`src/rtl/pe_seq_ctrl_if.sv`:
```
// Bundles the job, buffer-read, pe and result signals of the pe sequencer.
// The master modport is the sequencer side; slave is the dispatcher/buffer/pe side.
interface pe_seq_ctrl_if #(
    parameter int XLEN   = 16,
    parameter int ADDR_W = 10,
    parameter int LEN_W  = 10
);
    logic              job_valid;
    logic              job_ready;
    logic [LEN_W-1:0]  job_len;
    logic [ADDR_W-1:0] job_x_addr;
    logic [ADDR_W-1:0] job_w_addr;
    logic [ADDR_W-1:0] job_b_addr;
    logic              x_rd_en;
    logic [ADDR_W-1:0] x_rd_addr;
    logic [XLEN-1:0]   x_rd_data;
    logic              w_rd_en;
    logic [ADDR_W-1:0] w_rd_addr;
    logic [XLEN-1:0]   w_rd_data;
    logic [XLEN-1:0]   pe_x;
    logic [XLEN-1:0]   pe_weight;
    logic              pe_in_valid;
    logic              pe_calc_bias;
    logic              pe_out_en;
    logic              pe_flush;
    logic [XLEN-1:0]   pe_result_r;
    logic              pe_out_valid_r;
    logic              pe_illegal_uop;
    logic              res_valid;
    logic [XLEN-1:0]   res_data;
    logic              res_ready;

    modport master (
        input  job_valid, job_len, job_x_addr, job_w_addr, job_b_addr,
        input  x_rd_data, w_rd_data, pe_result_r, pe_out_valid_r, pe_illegal_uop, res_ready,
        output job_ready, x_rd_en, x_rd_addr, w_rd_en, w_rd_addr,
        output pe_x, pe_weight, pe_in_valid, pe_calc_bias, pe_out_en, pe_flush,
        output res_valid, res_data
    );

    modport slave (
        output job_valid, job_len, job_x_addr, job_w_addr, job_b_addr,
        output x_rd_data, w_rd_data, pe_result_r, pe_out_valid_r, pe_illegal_uop, res_ready,
        input  job_ready, x_rd_en, x_rd_addr, w_rd_en, w_rd_addr,
        input  pe_x, pe_weight, pe_in_valid, pe_calc_bias, pe_out_en, pe_flush,
        input  res_valid, res_data
    );
endinterface

```
`src/rtl/pe_seq_ctrl.sv`:
```
// Sequencer for one MAC pe: streams len x/weight pairs, then the bias and flush uops,
// and returns the pe result through a valid/ready port with sticky error flags.
module pe_seq_ctrl #(
    parameter int XLEN    = 16,
    parameter int ADDR_W  = 10,
    parameter int LEN_W   = 10,
    parameter int TIMEOUT = 16
) (
    input  logic          clk,
    input  logic          rst_n,
    pe_seq_ctrl_if.master bus,
    output logic          err_illegal,
    output logic          err_timeout,
    input  logic          err_clr
);
    localparam logic [2:0] S_IDLE  = 3'd0;
    localparam logic [2:0] S_MAC   = 3'd1;
    localparam logic [2:0] S_BIAS  = 3'd2;
    localparam logic [2:0] S_FLUSH = 3'd3;
    localparam logic [2:0] S_WAIT  = 3'd4;
    localparam int TMR_W = $clog2(TIMEOUT + 1);

    logic [2:0]        state;
    logic [LEN_W-1:0]  len_q;
    logic [LEN_W-1:0]  cnt;
    logic [ADDR_W-1:0] x_base;
    logic [ADDR_W-1:0] w_base;
    logic [ADDR_W-1:0] b_addr_q;
    logic [TMR_W-1:0]  timer;
    logic              vld_p1;
    logic              bias_p1;
    logic              flush_p1;
    logic              res_valid_q;
    logic [XLEN-1:0]   res_data_q;
    logic              accept;
    logic              abort;
    logic              timeout_hit;

    assign accept      = (state == S_IDLE) && bus.job_valid && !res_valid_q;
    assign abort       = (state != S_IDLE) && bus.pe_illegal_uop;
    assign timeout_hit = (state == S_WAIT) && !bus.pe_out_valid_r
                         && (timer == TMR_W'(TIMEOUT - 1));

    assign bus.job_ready = (state == S_IDLE) && !res_valid_q;
    assign bus.res_valid = res_valid_q;
    assign bus.res_data  = res_data_q;

    // Read stage: buffer strobes and addresses straight from the state
    always_comb begin
        bus.x_rd_en   = 1'b0;
        bus.x_rd_addr = '0;
        bus.w_rd_en   = 1'b0;
        bus.w_rd_addr = '0;
        if (state == S_MAC) begin
            bus.x_rd_en   = 1'b1;
            bus.x_rd_addr = x_base + ADDR_W'(cnt);
            bus.w_rd_en   = 1'b1;
            bus.w_rd_addr = w_base + ADDR_W'(cnt);
        end else if (state == S_BIAS) begin
            bus.w_rd_en   = 1'b1;
            bus.w_rd_addr = b_addr_q;
        end
    end

    // Issue stage: one cycle behind the read, buffer data passed through while valid
    assign bus.pe_in_valid  = vld_p1;
    assign bus.pe_calc_bias = bias_p1;
    assign bus.pe_out_en    = bias_p1;
    assign bus.pe_flush     = flush_p1;
    assign bus.pe_x         = vld_p1 ? (bias_p1 ? XLEN'(1) : bus.x_rd_data) : '0;
    assign bus.pe_weight    = vld_p1 ? bus.w_rd_data : '0;

    always_ff @(posedge clk or negedge rst_n) begin
        if (!rst_n) begin
            state       <= S_IDLE;
            len_q       <= '0;
            cnt         <= '0;
            x_base      <= '0;
            w_base      <= '0;
            b_addr_q    <= '0;
            timer       <= '0;
            vld_p1      <= 1'b0;
            bias_p1     <= 1'b0;
            flush_p1    <= 1'b0;
            res_valid_q <= 1'b0;
            res_data_q  <= '0;
        end else begin
            vld_p1   <= 1'b0;
            bias_p1  <= 1'b0;
            flush_p1 <= 1'b0;
            if (res_valid_q && bus.res_ready)
                res_valid_q <= 1'b0;
            if (abort) begin
                // drop whatever is in flight and still clear the pe accumulator
                state    <= S_IDLE;
                flush_p1 <= 1'b1;
            end else begin
                case (state)
                    S_IDLE: if (accept) begin
                        len_q    <= bus.job_len;
                        x_base   <= bus.job_x_addr;
                        w_base   <= bus.job_w_addr;
                        b_addr_q <= bus.job_b_addr;
                        cnt      <= '0;
                        state    <= (bus.job_len == '0) ? S_BIAS : S_MAC;
                    end
                    S_MAC: begin
                        vld_p1 <= 1'b1;
                        if (cnt == len_q - LEN_W'(1))
                            state <= S_BIAS;
                        else
                            cnt <= cnt + LEN_W'(1);
                    end
                    S_BIAS: begin
                        vld_p1  <= 1'b1;
                        bias_p1 <= 1'b1;
                        state   <= S_FLUSH;
                    end
                    S_FLUSH: begin
                        flush_p1 <= 1'b1;
                        timer    <= '0;
                        state    <= S_WAIT;
                    end
                    S_WAIT: begin
                        if (bus.pe_out_valid_r) begin
                            res_data_q  <= bus.pe_result_r;
                            res_valid_q <= 1'b1;
                            state       <= S_IDLE;
                        end else if (timeout_hit) begin
                            state <= S_IDLE;
                        end else begin
                            timer <= timer + TMR_W'(1);
                        end
                    end
                    default: state <= S_IDLE;
                endcase
            end
        end
    end

    // Sticky errors; a clear wins over a same-cycle set
    always_ff @(posedge clk or negedge rst_n) begin
        if (!rst_n) begin
            err_illegal <= 1'b0;
            err_timeout <= 1'b0;
        end else begin
            if (err_clr)
                err_illegal <= 1'b0;
            else if (bus.pe_illegal_uop)
                err_illegal <= 1'b1;
            if (err_clr)
                err_timeout <= 1'b0;
            else if (timeout_hit && !abort)
                err_timeout <= 1'b1;
        end
    end
endmodule

```
`src/flat_wrapper.sv`:
```
// flat-port wrapper written by rule: the top's interface ports become plain ports
module pe_seq_ctrl_flat 
#(
    parameter int XLEN    = 16,
    parameter int ADDR_W  = 10,
    parameter int LEN_W   = 10,
    parameter int TIMEOUT = 16
)
  (clk, rst_n, err_illegal, err_timeout, err_clr, bus_job_valid, bus_job_len, bus_job_x_addr, bus_job_w_addr, bus_job_b_addr, bus_x_rd_data, bus_w_rd_data, bus_pe_result_r, bus_pe_out_valid_r, bus_pe_illegal_uop, bus_res_ready, bus_job_ready, bus_x_rd_en, bus_x_rd_addr, bus_w_rd_en, bus_w_rd_addr, bus_pe_x, bus_pe_weight, bus_pe_in_valid, bus_pe_calc_bias, bus_pe_out_en, bus_pe_flush, bus_res_valid, bus_res_data);
  pe_seq_ctrl_if #(.XLEN(XLEN), .ADDR_W(ADDR_W), .LEN_W(LEN_W)) bus_i ();
  input  logic clk;
  input  logic rst_n;
  output logic err_illegal;
  output logic err_timeout;
  input  logic err_clr;
  input wire logic [$bits(bus_i.job_valid)-1:0] bus_job_valid;
  input wire logic [$bits(bus_i.job_len)-1:0] bus_job_len;
  input wire logic [$bits(bus_i.job_x_addr)-1:0] bus_job_x_addr;
  input wire logic [$bits(bus_i.job_w_addr)-1:0] bus_job_w_addr;
  input wire logic [$bits(bus_i.job_b_addr)-1:0] bus_job_b_addr;
  input wire logic [$bits(bus_i.x_rd_data)-1:0] bus_x_rd_data;
  input wire logic [$bits(bus_i.w_rd_data)-1:0] bus_w_rd_data;
  input wire logic [$bits(bus_i.pe_result_r)-1:0] bus_pe_result_r;
  input wire logic [$bits(bus_i.pe_out_valid_r)-1:0] bus_pe_out_valid_r;
  input wire logic [$bits(bus_i.pe_illegal_uop)-1:0] bus_pe_illegal_uop;
  input wire logic [$bits(bus_i.res_ready)-1:0] bus_res_ready;
  output wire logic [$bits(bus_i.job_ready)-1:0] bus_job_ready;
  output wire logic [$bits(bus_i.x_rd_en)-1:0] bus_x_rd_en;
  output wire logic [$bits(bus_i.x_rd_addr)-1:0] bus_x_rd_addr;
  output wire logic [$bits(bus_i.w_rd_en)-1:0] bus_w_rd_en;
  output wire logic [$bits(bus_i.w_rd_addr)-1:0] bus_w_rd_addr;
  output wire logic [$bits(bus_i.pe_x)-1:0] bus_pe_x;
  output wire logic [$bits(bus_i.pe_weight)-1:0] bus_pe_weight;
  output wire logic [$bits(bus_i.pe_in_valid)-1:0] bus_pe_in_valid;
  output wire logic [$bits(bus_i.pe_calc_bias)-1:0] bus_pe_calc_bias;
  output wire logic [$bits(bus_i.pe_out_en)-1:0] bus_pe_out_en;
  output wire logic [$bits(bus_i.pe_flush)-1:0] bus_pe_flush;
  output wire logic [$bits(bus_i.res_valid)-1:0] bus_res_valid;
  output wire logic [$bits(bus_i.res_data)-1:0] bus_res_data;
  assign bus_i.job_valid = bus_job_valid;
  assign bus_i.job_len = bus_job_len;
  assign bus_i.job_x_addr = bus_job_x_addr;
  assign bus_i.job_w_addr = bus_job_w_addr;
  assign bus_i.job_b_addr = bus_job_b_addr;
  assign bus_i.x_rd_data = bus_x_rd_data;
  assign bus_i.w_rd_data = bus_w_rd_data;
  assign bus_i.pe_result_r = bus_pe_result_r;
  assign bus_i.pe_out_valid_r = bus_pe_out_valid_r;
  assign bus_i.pe_illegal_uop = bus_pe_illegal_uop;
  assign bus_i.res_ready = bus_res_ready;
  assign bus_job_ready = bus_i.job_ready;
  assign bus_x_rd_en = bus_i.x_rd_en;
  assign bus_x_rd_addr = bus_i.x_rd_addr;
  assign bus_w_rd_en = bus_i.w_rd_en;
  assign bus_w_rd_addr = bus_i.w_rd_addr;
  assign bus_pe_x = bus_i.pe_x;
  assign bus_pe_weight = bus_i.pe_weight;
  assign bus_pe_in_valid = bus_i.pe_in_valid;
  assign bus_pe_calc_bias = bus_i.pe_calc_bias;
  assign bus_pe_out_en = bus_i.pe_out_en;
  assign bus_pe_flush = bus_i.pe_flush;
  assign bus_res_valid = bus_i.res_valid;
  assign bus_res_data = bus_i.res_data;
  pe_seq_ctrl #(.XLEN(XLEN), .ADDR_W(ADDR_W), .LEN_W(LEN_W), .TIMEOUT(TIMEOUT)) u_core (.clk(clk), .rst_n(rst_n), .bus(bus_i), .err_illegal(err_illegal), .err_timeout(err_timeout), .err_clr(err_clr));
endmodule
```
`config.mk`:
```
export PLATFORM = sky130hd
export DESIGN_NAME = pe_seq_ctrl_flat
export DESIGN_NICKNAME = d
export VERILOG_FILES = /design/src/rtl/pe_seq_ctrl_if.sv /design/src/rtl/pe_seq_ctrl.sv /design/src/flat_wrapper.sv
export SDC_FILE = /design/constraint.sdc
export NUM_CORES = 1
export LEC_CHECK = 0
export ABC_AREA = 1
export BUFFER_PORTS_ARGS = -buffer_cell sky130_fd_sc_hd__buf_2
export CAP_MARGIN = 25
export CORE_ASPECT_RATIO = 0.75
export CORE_MARGIN = 3
export CORE_UTILIZATION = 46
export CTS_CLUSTER_SIZE = 25
export DETAILED_ROUTE_END_ITERATION = 16
export PLACE_DENSITY = 0.77
export SYNTH_ARGS = -nofsm -noshare
export SYNTH_HDL_FRONTEND = slang
export SYNTH_SLANG_ARGS = --single-unit
```
`constraint.sdc`:
```
create_clock -name clk -period 1.7 [get_ports clk]
set_clock_uncertainty 0.05 [all_clocks]
set_input_delay 0.085 -clock clk [delete_from_list [all_inputs] [get_ports clk]]
set_output_delay 0.085 -clock clk [all_outputs]
set_load 0.01 [all_outputs]
```
# After elaboration in Yosys (flattened, before gate mapping)
# Cells that the tools add are included.
# op_classes
add_sub_neg	5
eq_ne	13
n_mux	35
n_bitwise	1
n_reduce_logical	24
# op_table
op	count
two-way mux 10 bit	5
two-way mux 16 bit	3
adder 10 bit	2
case mux 10 bit (2 select lines)	1
two-way mux 1 bit	16
two-way mux 3 bit	5
case mux 3 bit (5 select lines)	1
adder 10 x 1 -> 10 bit (second input constant)	1
equality test 10 bit	1
logical NOT 10 bit	1
two-way mux 5 bit	2
case mux 5 bit (2 select lines)	1
subtractor 10 x 1 -> 10 bit (second input constant)	1
AND reduction 3 bit	3
logical AND 1 bit	8
AND reduction 4 bit	2
nonzero test 2 bit	4
equality test 3 x 2 -> 1 bit (second input constant)	2
inequality test 2 bit (second input constant)	3
adder 5 x 1 -> 5 bit (second input constant)	1
equality test 5 x 4 -> 1 bit (second input constant)	1
inequality test 4 x 2 -> 1 bit (second input constant)	1
equality test 3 x 1 -> 1 bit (second input constant)	1
equality test 3 bit (second input constant)	1
9 further kinds	11
# totals
register_bits	80
in_bits	95
out_inout_bits	78
wordCells	92

# Depth between registers and ports, before layout
# Gate-level depths: netlist of the first run.
# logic_depth
depth_word	7
mapped_depth	14
ltp_nobuf	14

# Least setup slack after synthesis of the first run
# Ideal clock, no wire load.
# synth_timing
path_kind	reg-to-output
startpoint	reg u_core.cnt[0]
endpoint	out bus_w_rd_addr[6]
t_arrival_ns	1.791
required_time_ns	1.565
path_slack_ns	-0.226
path_stages_with_launch	13
n_path_buf	0
cell_sequence	dfrtp_1 -> ha_1 -> inv_1 -> fa_1 -> inv_1 -> nand3_1 -> nand2_1 -> nand2_1 -> nand2_1 -> a21oi_1 -> xor2_1 -> nand2_1 -> o21ai_0
# synth_between
elab_chain_cells	2
# synth_lines
element	line_no	text
start, declared	pe_seq_ctrl.sv:25	logic [LEN_W-1:0] cnt;
start signal, assigned	pe_seq_ctrl.sv:112	cnt <= cnt + LEN_W'(1);
adder 10 bit	pe_seq_ctrl.sv:58	bus.w_rd_addr = w_base + ADDR_W'(cnt);
two-way mux 10 bit	pe_seq_ctrl.sv:54	if (state == S_MAC) begin
end, declared	flat_wrapper.sv:31	output wire logic [$bits(bus_i.w_rd_addr)-1:0] bus_w_rd_addr;
# Every way passes these cells.

# Final worst setup path of the first run
# layout_timing
startpoint	reg u_core.cnt[0]
endpoint	out bus_x_rd_addr[6]
# layout_between
elab_chain_cells	2
# layout_lines
element	line_no	text
adder 10 bit	pe_seq_ctrl.sv:56	bus.x_rd_addr = x_base + ADDR_W'(cnt);
two-way mux 10 bit	pe_seq_ctrl.sv:54	
end, declared	flat_wrapper.sv:29	output wire logic [$bits(bus_i.x_rd_addr)-1:0] bus_x_rd_addr;
# Every way passes these cells.

==> results of run 1 <==
sequential cells by signal, indices dropped and copies added, names as in the netlist, 3 cells and up:
signal / count
u_core.bus.res_data: 16
u_core.len_q: 10
u_core.cnt: 10
u_core.state: 3
u_core.x_base: 10
u_core.timer: 5
u_core.w_base: 10
u_core.b_addr_q: 10
synthesized netlist by cell type, types with 2 or more instances:
cell type,number,area share
nor3b_1,2,0.0030
nor3_1,7,0.0071
o21bai_1,2,0.0030
buf_2,11,0.011
nand2_1,251,0.19
nor2_1,66,0.050
inv_2,9,0.0068
ha_1,22,0.056
inv_1,93,0.071
dfrtp_1,80,0.41
nand4_1,6,0.0076
xor2_1,12,0.021
clkbuf_1,8,0.0061
o21ai_1,17,0.017
o22ai_1,6,0.0076
fa_1,2,0.0081
a211oi_1,2,0.0030
o21ai_0,24,0.024
xnor2_1,3,0.0053
nand2_2,2,0.0025
a21oi_1,27,0.027
nor2_2,4,0.0051
nand3_1,33,0.033
metrics by stage:
stage | setup TNS, ns | total power, mW | util
floorplan | -0.125 | 6.25 | -
global placement | -2.11 | 8.44 | 0.631
detailed placement | -3.56 | 8.55 | 0.631
CTS | -10.53 | 11.6 | 0.772
global route | -16.00 | 14.2 | 0.833
finish | -13.36 | 13.5 | 0.833
worst paths after layout:
path	start	endpoint	slack, ns
setup reg to reg	u_core.cnt[2]$_DFFE_PN0P_	u_core.cnt[9]$_DFFE_PN0P_	-0.36
max in group asynchronous	rst_n	u_core.len_q[8]$_DFFE_PN0P_	0.79
min in group asynchronous	rst_n	u_core.b_addr_q[7]$_DFFE_PN0P_	0.24
setup / recovery	u_core.cnt[0]$_DFFE_PN0P_	bus_x_rd_addr[6]	-0.77
hold / removal	bus_job_len[7]	u_core.len_q[7]$_DFFE_PN0P_	0.02
hold reg to reg	u_core.bus.res_data[1]$_DFFE_PN0P_	u_core.bus.res_data[1]$_DFFE_PN0P_	0.43
area by class of cell:
cell class / instances / share of cell area
inverters: 103 / 0.0458
clock inverters: 3 / 0.00782
repair buffers: 347 / 0.294
multi-input cells: 500 / 0.371
clock buffers: 12 / 0.0285
flip-flops and latches: 80 / 0.233
well taps: 136 / 0.0197
power by group through the flow:
| stage | registers, mW | clock network [mW] | logic [mW] |
|---|---|---|---|
| 2_1_floorplan | 3.19 | 0 | 3.05 |
| 3_3_place_gp | 3.14 | 0 | 5.30 |
| 3_5_place_dp | 3.14 | 0 | 5.41 |
| 4_1_cts | 3.22 | 2.11 | 6.23 |
| 5_1_grt | 3.39 | 2.20 | 8.59 |
| 6_report | 3.33 | 2.10 | 8.12 |
repair_timing:
| action | CTS | global route |
|---|---|---|
| buffers inserted | 15 | 27 |
| gates cloned | 0 | 5 |
| hold buffers | 59 | 0 |
| hold endpoints to repair | 100 | 0 |
| endpoints found under the setup margin | 33 | 78 |
| pin swaps | 44 | 58 |
| gates resized for setup | 99 | 109 |
critical path, cell delays in order (launching register included):
cell and delay, ns:
dfrtp_2 0.45, buf_6 0.14, ha_4 0.17, fa_2 0.37, nand3_2 0.09, nand2_2 0.06
nand2_1 0.08, nand2_1 0.08, a21oi_2 0.17, o21ai_1 0.11, a21oi_2 0.14, buf_2 0.15
per-layer routing:
metal	track usage	vias to the layer above	share of wire
li1	-	2872	-
met1	0.372	3056	0.37
met2	0.482	555	0.46
met3	0.0660	178	0.11
met4	0.0930	0	0.058
met5	0	-	0
cell usage in the layout (no fill, tap or decap), drive strengths merged, types with 3 or more instances in the layout:
cell type and n:
clkbuf 15, o22ai 6, nor3 9, o21ai 41
nand4 6, dlygate4sd3 59, xnor2 3, buf 285
ha 22, a21oi 27, nand2 254, inv 101
dfrtp 80, nand3 34, nor2 70, xor2 12
kinds of logic (layout without fill, tap and decap cells):
group	count (synthesis)	in the layout	synth area share
simple gates	375	375	0.309
buf+inv	124	465	0.0993
xor+xnor	15	15	0.0266
compound gates	86	86	0.0957
fa+ha+maj	24	24	0.0638
flops	80	80	0.405
==> flow_summary.yaml, run 1 <==
global_route:
  grt_pass1_vias: 5737
  antenna_found_initial: 0
  grt_pass1_wl_um: 27600
  grt_use_total: 0.287
  grt_overflow: 0
  grt_max_degree: 54
finish:
  area_delta_synth_final_pct: 74.9
  diodes: 0
  drive_gt1_frac: 0.446
  regArea_mm2: 0.00201
  nets: 1160
  multi_input_area_mm2: 0.00320
  fin_area_mm2: 0.00864
  num-fill-cells: 502
  fin_cells: 1181
route:
  drt_wl_total_um: 22800
  antenna_left: 0
  vias_per_cell: 5.64
  dr_total_vias: 6661
  post-route-drc-count: 0
  avgRoutedWirePerCell_um: 19.3
  dr.pass1.iters: 6
  drt_iter0_markers: 960
yosys:
  ys_types: 38
  synth_nets: 823
  synth_edf_count: 0
  async_flop_share: 1.00
  ys.warnings.count: 0
  synth_area_mm2: 0.00494
  synthCells: 704
  synth_area_per_cell_um2: 7.02
  yosysSeqAreaShare: 0.405
  synth_seq_cells: 80
  synth_ff_type: "dfrtp_1"
pwr:
  share_comb_of_total_power: 0.599
  p_leak_nw: 4.63
  ir_drop_uv: 1080
  sw_frac_of_total: 0.444
  internal_power_mw: 7.52
  power_frac_clock: 0.155
  power_density_mw_per_mm2: 1570
  pwr-share-seq: 0.246
  p_switching_mw: 6.02
clock_network:
  cts_root_buf: "clkbuf_16"
  tritoncts: "yes"
  h-tree-depth: 3
  clock_sinks: 80
  cts_made_buffers: 9
  clkTransAtPathRegs_ns: 0.07
  insertion_delay_ns: 0.35
  cts_buffer_depth: 2
placed_design:
  dp_hpwl_um: 10900
  place_congestion: 0.902
  io_buffer_count: 172
  dp.cells: 1068
  placed_cell_area_mm2: 0.00654
  place_ws_ns: -0.216
critical_path:
  cp.required_ns: 1.56
  start_kind: "register"
  end_kind: "primary output"
  arrival_ns: 2.34
  rr_worst_depth: 9
  cp_max_fo: 2
  critPathKind: "reg2out"
sta:
  holdWs_ns: 0.0176
  fmax_mhz: 405
  setup_ws_ns: -0.771
  slew_headroom: 0.606
  hold_viol: 0
  period_needed_ns: 2.47
  rsz0062_at_grt: "true"
  drv_slew: 0
  worst_slew_pin_slew_ns: 0.591
  finalCritPeriodShare: 1.45
  setup_viol: 37
outcome:
  violations: "setup timing"
  status: "finished, violations left"
floorplan:
  dieArea_mm2: 0.0120
  ios: 173
  die_h_um: 95.7
  start_util: 0.476
  core_area_mm2: 0.0104
  die_w_um: 126
  num_rows: 32
worst_hold_path:
  hold_path_depth: 3
  min_path_type: "in2reg"
run:
  drv_cap: 0
Power figures use the tool's default switching activity.
==> inputs of run 2 (changes only) <==
--- a/config.mk
+++ b/config.mk
@@ -13,7 +13,7 @@
 export CORE_UTILIZATION = 46
 export CTS_CLUSTER_SIZE = 25
 export DETAILED_ROUTE_END_ITERATION = 16
-export PLACE_DENSITY = 0.77
+export PLACE_DENSITY = 0.74
 export SYNTH_ARGS = -nofsm -noshare
 export SYNTH_HDL_FRONTEND = slang
 export SYNTH_SLANG_ARGS = --single-unit
==> run 2 against run 1 <==
- the run still ends with setup timing left
- non-clock buffer count down 13
- power fell by 6.0%
- sequential share of layout area grew 0.84 points
- clock power is essentially flat
- fmax grew 3.1%
- sequential cell count did not move
- design area shrank 3.6%
- register-to-register slack lost 0.04 ns
- critical path depth increased by 1
- hold slack better by 0.18 ns
- global-route usage is 0.53 points lower
- wire length decreased by 13%
- highest routed layer unchanged
==> flow_summary.yaml, run 2 (synthesized netlist as in run 1, its figures left out) <==
critical_path:
  cp.required_ns: 1.56
  start_kind: "register"
  cp_max_fo: 2
  critPathKind: "reg2out"
  critPathBufInv: 3
  slowest_stage: "dfrtp_2"
  critical_path.max_stage_delay_ns: 0.41
  crit_chain: "ha_4 > inv_2 > fa_2 > inv_2 > nand3_2 > nand2_4 > nand2_2 > o211ai_1 > a21oi_1 > o21ai_1 > o21ai_1 > buf_2"
  arrival_ns: 2.26
  critPathTopFamily: "adder cells"
  end_kind: "primary output"
pwr:
  internal_power_mw: 7.19
  p_leak_nw: 4.56
  pwr-share-seq: 0.260
  share_comb_of_total_power: 0.576
  power_mw: 12.7
  ir_drop_uv: 1000
  power_density_mw_per_mm2: 1530
  sw_frac_of_total: 0.435
  p_switching_mw: 5.53
  power_frac_clock: 0.164
sta:
  setup_viol: 33
  hold_viol: 0
  slew_headroom: 0.675
  worst_slew_pin_slew_ns: 0.487
  finalCritPeriodShare: 1.41
  fmax_mhz: 417
  setup_ws_ns: -0.697
  drv_slew: 0
  rsz0062_at_grt: "true"
  period_needed_ns: 2.40
route:
  dr.pass1.iters: 6
  drt_wl_total_um: 19800
  post-route-drc-count: 0
  vias_per_cell: 5.23
  drt_iter0_markers: 675
  avgRoutedWirePerCell_um: 17.0
  antenna_left: 0
  dr_total_vias: 6117
worst_hold_path:
  min_path_type: "in2async"
global_route:
  grt_pass1_wl_um: 27000
  grt_pass1_vias: 5441
  antenna_found_initial: 0
  grt_overflow: 0
  grt_use_total: 0.281
  grt_max_degree: 54
finish:
  nets: 1147
  diodes: 0
  num-fill-cells: 598
  final_common_cell: "nand2_1"
  area_delta_synth_final_pct: 68.7
  layout_common_cells: "nand2_1, buf_2, inv_1, buf_4, dfrtp_1"
  drive_gt1_frac: 0.398
  fin_cells: 1169
  largest_reg_flops: 16
  fin_area_mm2: 0.00833
floorplan:
  dieArea_mm2: 0.0120
  die_w_um: 126
  core_area_mm2: 0.0104
  ios: 173
  num_rows: 32
  start_util: 0.476
  die_h_um: 95.7
clock_network:
  insertion_delay_ns: 0.34
  tritoncts: "yes"
  cts_buffer_depth: 2
  h-tree-depth: 3
  cts_made_buffers: 9
  cts_root_buf: "clkbuf_16"
  clkTransAtPathRegs_ns: 0.06
  clock_sinks: 80
placed_design:
  dp.cells: 1065
  place_congestion: 0.890
  dp_hpwl_um: 10700
  io_buffer_count: 172
  placed_cell_area_mm2: 0.00651
outcome:
  status: "finished, violations left"
  violations: "setup timing"
run:
  drv_cap: 0
==> run 2: cell types whose count changed in the layout (fill, tap and decap cells not counted), sizes merged <==
cell         change
buf             -13
clkinvlp         -1
dlygate4sd3      +1
inv              +1
==> run 2: timing repair <==
action | in CTS | in global routing
resized for setup | 87 | 66
gates cloned | 1 | 2
pin swaps | 40 | 46
setup buffers | 15 | 16
hold endpoints to repair | 91 | 0
endpoints found under the setup margin | 33 | 77
hold buffers | 60 | 0
==> run 2: through the flow <==
stage	utilization	setup TNS, ns	hold WS [ns]	worst slack (ns)
floorplan	-	-0.125	-0.261	-0.0635
global placement	0.627	-2.52	0.0181	-0.176
detailed placement	0.627	-3.06	0.0208	-0.202
CTS	0.765	-9.50	0.199	-0.559
global route	0.803	-16.18	0.240	-0.756
finish	0.803	-13.10	0.201	-0.697
==> run 2: final cells by class <==
type | instances | area [µm²] | share of cell area
Clock inverter | 3 | 65.1 | 0.00781
Multi-Input combinational cell | 500 | 3050 | 0.366
Clock buffer | 13 | 250 | 0.0300
Tap cell | 136 | 170 | 0.0204
Inverter | 103 | 393 | 0.0472
Timing Repair Buffer | 334 | 2390 | 0.287
Sequential cell | 80 | 2010 | 0.241
==> run 2: worst paths after layout <==
kind	slack, ns	end	cells after the start	startpoint
max reg2reg	-0.40	u_core.cnt[7]$_DFFE_PN0P_	16	u_core.cnt[3]$_DFFE_PN0P_
min reg2reg	0.43	u_core.bus.res_data[2]$_DFFE_PN0P_	2	u_core.bus.res_data[2]$_DFFE_PN0P_
min	0.20	u_core.w_base[7]$_DFFE_PN0P_	2	rst_n
min in group clk	0.22	u_core.x_base[5]$_DFFE_PN0P_	5	bus_job_valid
max in group asynchronous	0.81	u_core.len_q[6]$_DFFE_PN0P_	3	rst_n
max	-0.70	bus_w_rd_addr[8]	12	u_core.cnt[0]$_DFFE_PN0P_
==> run 2: power by group through the flow <==
| stage | Combinational [mW] | Clock [mW] | Sequential (mW) |
|---|---|---|---|
| after global routing | 7.92 | 2.18 | 3.35 |
| final | 7.33 | 2.09 | 3.31 |
| after CTS | 6.33 | 2.10 | 3.23 |
| after detailed placement | 5.43 | 0 | 3.15 |
| after global placement | 5.30 | 0 | 3.16 |
| after floorplan | 3.05 | 0 | 3.19 |
==> run 2: metal layers <==
metal  track usage  up-vias  share of wire
li1              -     2849              -
met1         0.384     2771           0.41
met2         0.446      397           0.46
met3        0.0693      100          0.095
met4        0.0884        0          0.038
met5             0        -              0
